**src/rtl/csa_accum_if.sv**
```systemverilog
// rtl/csa_accum_if.sv - operand/result handshake bundle for csa_accum
interface csa_accum_if #(
  parameter int WIDTH     = 16,
  parameter int ACC_WIDTH = 24
);
  logic                 in_valid;
  logic                 in_ready;
  logic [WIDTH-1:0]     in_data;
  logic                 in_last;
  logic                 out_valid;
  logic                 out_ready;
  logic [ACC_WIDTH-1:0] out_data;
  logic                 busy;

  modport master (
    output in_valid, in_data, in_last, out_ready,
    input  in_ready, out_valid, out_data, busy
  );

  modport slave (
    input  in_valid, in_data, in_last, out_ready,
    output in_ready, out_valid, out_data, busy
  );
endinterface

```
**src/rtl/csa_accum.sv**
```systemverilog
// rtl/csa_accum.sv - carry-save multi-operand accumulator
// One 3:2 compressor row per accepted operand, then iterative carry resolve to binary.
module csa_accum #(
  parameter int WIDTH     = 16,
  parameter int ACC_WIDTH = 24
) (
  input  logic        clk,
  input  logic        rst,
  csa_accum_if.slave  bus
);
  if (ACC_WIDTH < WIDTH) begin : g_width_check
    $error("csa_accum: ACC_WIDTH must be >= WIDTH");
  end

  typedef enum logic [1:0] {
    ACCUM   = 2'd0,
    RESOLVE = 2'd1,
    OUTPUT  = 2'd2
  } state_t;

  state_t               state_q, state_d;
  logic [ACC_WIDTH-1:0] s_q, s_d;
  logic [ACC_WIDTH-1:0] c_q, c_d;
  logic [ACC_WIDTH-1:0] x;
  logic                 live_q;

  assign x = ACC_WIDTH'(bus.in_data);

  // live_q keeps in_ready low while rst is held, since ACCUM is also the reset state
  always_ff @(posedge clk or posedge rst) begin
    if (rst) begin
      state_q <= ACCUM;
      s_q     <= '0;
      c_q     <= '0;
      live_q  <= 1'b0;
    end else begin
      state_q <= state_d;
      s_q     <= s_d;
      c_q     <= c_d;
      live_q  <= 1'b1;
    end
  end

  always_comb begin
    state_d = state_q;
    s_d     = s_q;
    c_d     = c_q;
    case (state_q)
      ACCUM: begin
        if (bus.in_valid && live_q) begin
          s_d = s_q ^ c_q ^ x;
          c_d = ((s_q & c_q) | (s_q & x) | (c_q & x)) << 1;
          if (bus.in_last) state_d = RESOLVE;
        end
      end
      RESOLVE: begin
        if (c_q == '0) begin
          state_d = OUTPUT;
        end else begin
          s_d = s_q ^ c_q;
          c_d = (s_q & c_q) << 1;
        end
      end
      OUTPUT: begin
        if (bus.out_ready) begin
          s_d     = '0;
          c_d     = '0;
          state_d = ACCUM;
        end
      end
      default: begin
        state_d = ACCUM;
        s_d     = '0;
        c_d     = '0;
      end
    endcase
  end

  assign bus.in_ready  = live_q && (state_q == ACCUM);
  assign bus.out_valid = (state_q == OUTPUT);
  assign bus.out_data  = (state_q == OUTPUT) ? s_q : '0;
  assign bus.busy      = (state_q == RESOLVE) || (state_q == OUTPUT);
endmodule

```
**src/flat_wrapper.sv**
```systemverilog
// flat-port wrapper written by rule: the top's interface ports become plain ports
module csa_accum_flat 
#(
  parameter int WIDTH     = 16,
  parameter int ACC_WIDTH = 24
)
  (clk, rst, bus_in_valid, bus_in_data, bus_in_last, bus_out_ready, bus_in_ready, bus_out_valid, bus_out_data, bus_busy);
  csa_accum_if #(.WIDTH(WIDTH), .ACC_WIDTH(ACC_WIDTH)) bus_i ();
  input  logic clk;
  input  logic rst;
  input wire logic [$bits(bus_i.in_valid)-1:0] bus_in_valid;
  input wire logic [$bits(bus_i.in_data)-1:0] bus_in_data;
  input wire logic [$bits(bus_i.in_last)-1:0] bus_in_last;
  input wire logic [$bits(bus_i.out_ready)-1:0] bus_out_ready;
  output wire logic [$bits(bus_i.in_ready)-1:0] bus_in_ready;
  output wire logic [$bits(bus_i.out_valid)-1:0] bus_out_valid;
  output wire logic [$bits(bus_i.out_data)-1:0] bus_out_data;
  output wire logic [$bits(bus_i.busy)-1:0] bus_busy;
  assign bus_i.in_valid = bus_in_valid;
  assign bus_i.in_data = bus_in_data;
  assign bus_i.in_last = bus_in_last;
  assign bus_i.out_ready = bus_out_ready;
  assign bus_in_ready = bus_i.in_ready;
  assign bus_out_valid = bus_i.out_valid;
  assign bus_out_data = bus_i.out_data;
  assign bus_busy = bus_i.busy;
  csa_accum #(.WIDTH(WIDTH), .ACC_WIDTH(ACC_WIDTH)) u_core (.clk(clk), .rst(rst), .bus(bus_i));
endmodule
```
**config.mk**
```make
export PLATFORM = sky130hd
export DESIGN_NAME = csa_accum_flat
export DESIGN_NICKNAME = d
export VERILOG_FILES = /design/src/rtl/csa_accum_if.sv /design/src/rtl/csa_accum.sv /design/src/flat_wrapper.sv
export SDC_FILE = /design/constraint.sdc
export NUM_CORES = 1
export LEC_CHECK = 0
export BUFFER_PORTS_ARGS = -buffer_cell sky130_fd_sc_hd__buf_2
export CORE_MARGIN = 2
export CORE_UTILIZATION = 55
export CTS_BUF_LIST = sky130_fd_sc_hd__clkbuf_4 sky130_fd_sc_hd__clkbuf_8
export DETAILED_ROUTE_END_ITERATION = 8
export PLACE_DENSITY = 0.78
export SYNTH_ARGS = -nofsm -noshare
export SYNTH_HDL_FRONTEND = slang
export SYNTH_SLANG_ARGS = --single-unit
```
**constraint.sdc**
```tcl
create_clock -name clk -period 3.3 [get_ports clk]
set_clock_uncertainty 0.15 [all_clocks]
set_input_delay 0.66 -clock clk [delete_from_list [all_inputs] [get_ports clk]]
set_output_delay 0.66 -clock clk [all_outputs]
set_load 0.05 [all_outputs]
```
==> key figures <==
Global routing
  – Global Route Usage Sum: 0.2248
  – Via count of the first global-routing pass: around 2400
  – Initial antenna violation count: 0
  – Largest net degree at the start of global routing: 38
  – Global-route wire length before repair: roughly 11 mm
  – Grt ovf: 0

Power
  – Power density over cell area: about 1000 mW/mm2
  – Worst vdd rail ir drop: 0.8482 mV
  – Leak: roughly 1.7 nW

Route
  – Detail-routed via count per cell: 6.151
  – DRC violation total after the first TritonRoute iteration: 125
  – Initial DRT Pass Iterations: 4
  – DRT antenna net count: 0
  – Routed vias: 2288
  – Average routed wire per standard cell: around 17 um
  – Detailed Route WL: 6.401 mm
  – DRC viols: 0

Critical path
  – Critical Path Fanout Max: 36
  – Path type of the worst setup path: flop to output port
  – Critical Path Start Type: flop
  – Cell count of the worst reg-to-reg path: 7
  – Data arrival at the endpoint of the critical path: about 1.8 ns
  – Kind of end point of the critical path: output port
  – Worst Path Required: about 2.5 ns

Timing
  – Max-slew headroom: 0.3988
  – Transition at the pin with the smallest max-transition slack: about 0.90 ns
  – Max-slew violation count: 0
  – Highest attainable clock frequency: approximately 0.38 GHz
  – RSZ-0062 raised after global routing: false
  – Setup-violating endpoint count in the final report: 0
  – Min Tclk post-route: approximately 2.6 ns
  – Sum Neg Setup Slack: 0 ns
  – Fin crit share: 0.7876
  – Final hold violation count: 0

Yosys
  – Area of the mapped netlist: about 0.0031 mm2
  – Post-synthesis register bit count: 50
  – Cell count after synthesis: roughly 260
  – Yosys cell types: 35
  – Mapped Nets: about 320
  – Average footprint of a synthesized cell: ~12 um2
  – Register area share after synthesis: 0.4006
  – Number of warnings reported in the yosys synthesis log: 0

Clock network
  – TritonCTS clock tree: yes
  – Worst-skew pair later-pin latency: about 0.30 ns
  – Number of clock buffers inserted by TritonCTS: 5
  – Sinks on the clock net: 50
  – Deepest clock path buffer count: 2
  – Number of post-CTS setup repair buffers: 0
  – CTS clk-pin slew, worst paths: about 0.090 ns
  – # hold bufs at CTS: 0
  – Number of cells upsized or downsized after cts: 0
  – H-tree level count: 2
  – Root buffer cell: sky130_fd_sc_hd__clkbuf_8

Min path
  – Worst min path class: input port to async pin

Die
  – Die area: 0.006297 mm2
  – Die span in x: 79.36 um
  – Core box area: 0.005507 mm2
  – Number of placed I/O pins: 48
  – Effective utilization at floorplan: 0.5671
  – Rows: 27
  – Floorplan die height: about 79 um

Outcome
  – Outcome: complete, no violations

Placed design
  – Dpl cell area: approximately 0.0034 mm2
  – Final estimated routing congestion in global placement: roughly 0.81
  – Final HPWL DP: roughly 4.3 mm
  – I/O Buffers: 47

Final layout
  – Relative area change from synthesis to final layout: 13.14%
  – Fraction of layout cells with a size suffix above 1: 0.2533
  – Number of nets in the layout: 362
  – N_diodes: 0
  – Utilization after layout: 0.6417
  – Design area: approximately 0.0035 mm2

Job
  – Max-capacitance violation count: 0
routing by layer:
layer / routed length [um] / global-route usage / vias to the layer above
met5: 0 / 0 / -
met4: 57 / 0.05690 / 0
met3: 272 / 0.04205 / 6
met2: 2983 / 0.3517 / 53
met1: 3087 / 0.3251 / 1149
li1: - / - / 1080
kinds of logic after synthesis:
logic type               Yosys count  synth area share
AO/OA/AOI/OAI                     88            0.2504
adder cells (fa/ha/maj)           42            0.2043
buffers and inverters             28           0.03726
flip-flops                        50            0.4006
multiplexers                       2          0.006811
other                              1          0.001201
AND/OR/NAND/NOR                   47           0.09936
critical path: stages, from the launching register on:
cell	delay, ns
sky130_fd_sc_hd__dfrtp_1	0.42
sky130_fd_sc_hd__inv_1	0.10
sky130_fd_sc_hd__ha_1	0.17
sky130_fd_sc_hd__buf_4	0.36
sky130_fd_sc_hd__and2_1	0.19
sky130_fd_sc_hd__buf_2	0.25
cell usage in the layout, fill, tap and decap left out, drive strengths merged, types with 2 or more instances in the layout:
master  synthesis  routed
nand3           2       2
nor2            3       3
o22a           30      30
o21ai           3       3
fa             15      15
inv             7       7
a21oi           4       4
dfrtp          50      50
nand2b          2       2
and2           26      26
buf            12      55
nor4            5       5
clkinv          0       2
ha             27      27
a211oi          2       2
nand2           4       4
clkbuf          9       5
a221o          30      30
a22o           14      14
through the flow:
step / power [mW] / hold slack, ns / worst slack (ns) / std cells
CTS: 3.715 / 0.2223 / 0.7034 / 372
finish: 3.696 / 0.2101 / 0.7010 / 372
global placement: 3.202 / 0.3588 / 0.9268 / 364
global route: 4.014 / 0.2404 / 0.5762 / 372
detailed placement: 3.265 / 0.3655 / 0.8510 / 364
floorplan: 2.808 / 0.3414 / 0.7746 / 258
flip-flops by register name, indices dropped and copies added (netlist names):
name,cells
u_core.c_q,23
u_core.live_q,1
u_core.s_q,24
u_core.state_q,2
power breakdown:
group / internal, mW / switching [mW] / leakage, nW / total (mW)
logic: 0.950 / 1.18 / 1.03 / 2.13
registers: 0.849 / 0.288 / 0.633 / 1.14
clock network: 0.223 / 0.204 / 0.0579 / 0.428
final timing paths:
path,slack (ns),endpoint,from
worst min register to register,0.39,u_core.s_q[17],u_core.s_q[17]
min in group clk,0.39,u_core.s_q[17],u_core.s_q[17]
worst max-delay path,0.70,bus_in_ready,u_core.state_q[0]
worst min-delay path,0.21,u_core.s_q[13],rst
max in group asynchronous,2.04,u_core.s_q[23],rst
worst max register to register,0.80,u_core.s_q[9],u_core.state_q[0]
cell usage after synthesis:
library cell | count | share of area
sky130_fd_sc_hd__nor3_1 | 1 | 0.0016
sky130_fd_sc_hd__clkbuf_1 | 9 | 0.011
sky130_fd_sc_hd__nor4_2 | 5 | 0.020
sky130_fd_sc_hd__a221o_1 | 30 | 0.096
sky130_fd_sc_hd__and3_1 | 1 | 0.0020
sky130_fd_sc_hd__mux2i_1 | 1 | 0.0032
sky130_fd_sc_hd__o21ai_2 | 1 | 0.0028
sky130_fd_sc_hd__nand2_2 | 1 | 0.0020
sky130_fd_sc_hd__buf_2 | 9 | 0.014
sky130_fd_sc_hd__o21ai_0 | 2 | 0.0032
sky130_fd_sc_hd__o22ai_1 | 1 | 0.0020
sky130_fd_sc_hd__nand4_1 | 1 | 0.0020
sky130_fd_sc_hd__inv_1 | 7 | 0.0084
sky130_fd_sc_hd__nand3_1 | 2 | 0.0032
sky130_fd_sc_hd__o22a_1 | 30 | 0.084
sky130_fd_sc_hd__a21bo_2 | 1 | 0.0032
sky130_fd_sc_hd__and4_1 | 1 | 0.0028
sky130_fd_sc_hd__nor2_1 | 3 | 0.0036
sky130_fd_sc_hd__ha_1 | 27 | 0.11
sky130_fd_sc_hd__dfrtp_1 | 50 | 0.40
sky130_fd_sc_hd__nand2b_1 | 2 | 0.0040
sky130_fd_sc_hd__and2_1 | 26 | 0.052
sky130_fd_sc_hd__buf_1 | 3 | 0.0036
sky130_fd_sc_hd__a22o_1 | 14 | 0.039
sky130_fd_sc_hd__conb_1 | 1 | 0.0012
sky130_fd_sc_hd__fa_1 | 15 | 0.096
sky130_fd_sc_hd__or4_1 | 1 | 0.0024
sky130_fd_sc_hd__o31ai_1 | 1 | 0.0024
sky130_fd_sc_hd__a22oi_1 | 1 | 0.0024
sky130_fd_sc_hd__a31oi_1 | 1 | 0.0020
sky130_fd_sc_hd__a211oi_2 | 1 | 0.0040
sky130_fd_sc_hd__nand2_1 | 3 | 0.0036
sky130_fd_sc_hd__mux2_2 | 1 | 0.0036
sky130_fd_sc_hd__a21oi_1 | 4 | 0.0064
sky130_fd_sc_hd__a211oi_1 | 1 | 0.0024
area by class of cell:
class | instances | area, um2
inverters | 7 | 26.28
clock buffers | 5 | 68.82
well taps | 72 | 90.09
clock inverters | 3 | 40.04
multi-input cells | 180 | 1762
repair buffers | 55 | 295.3
fillers | 479 | 1973
flip-flops and latches | 50 | 1251
Note: power is estimated with default switching activity, not from simulation.
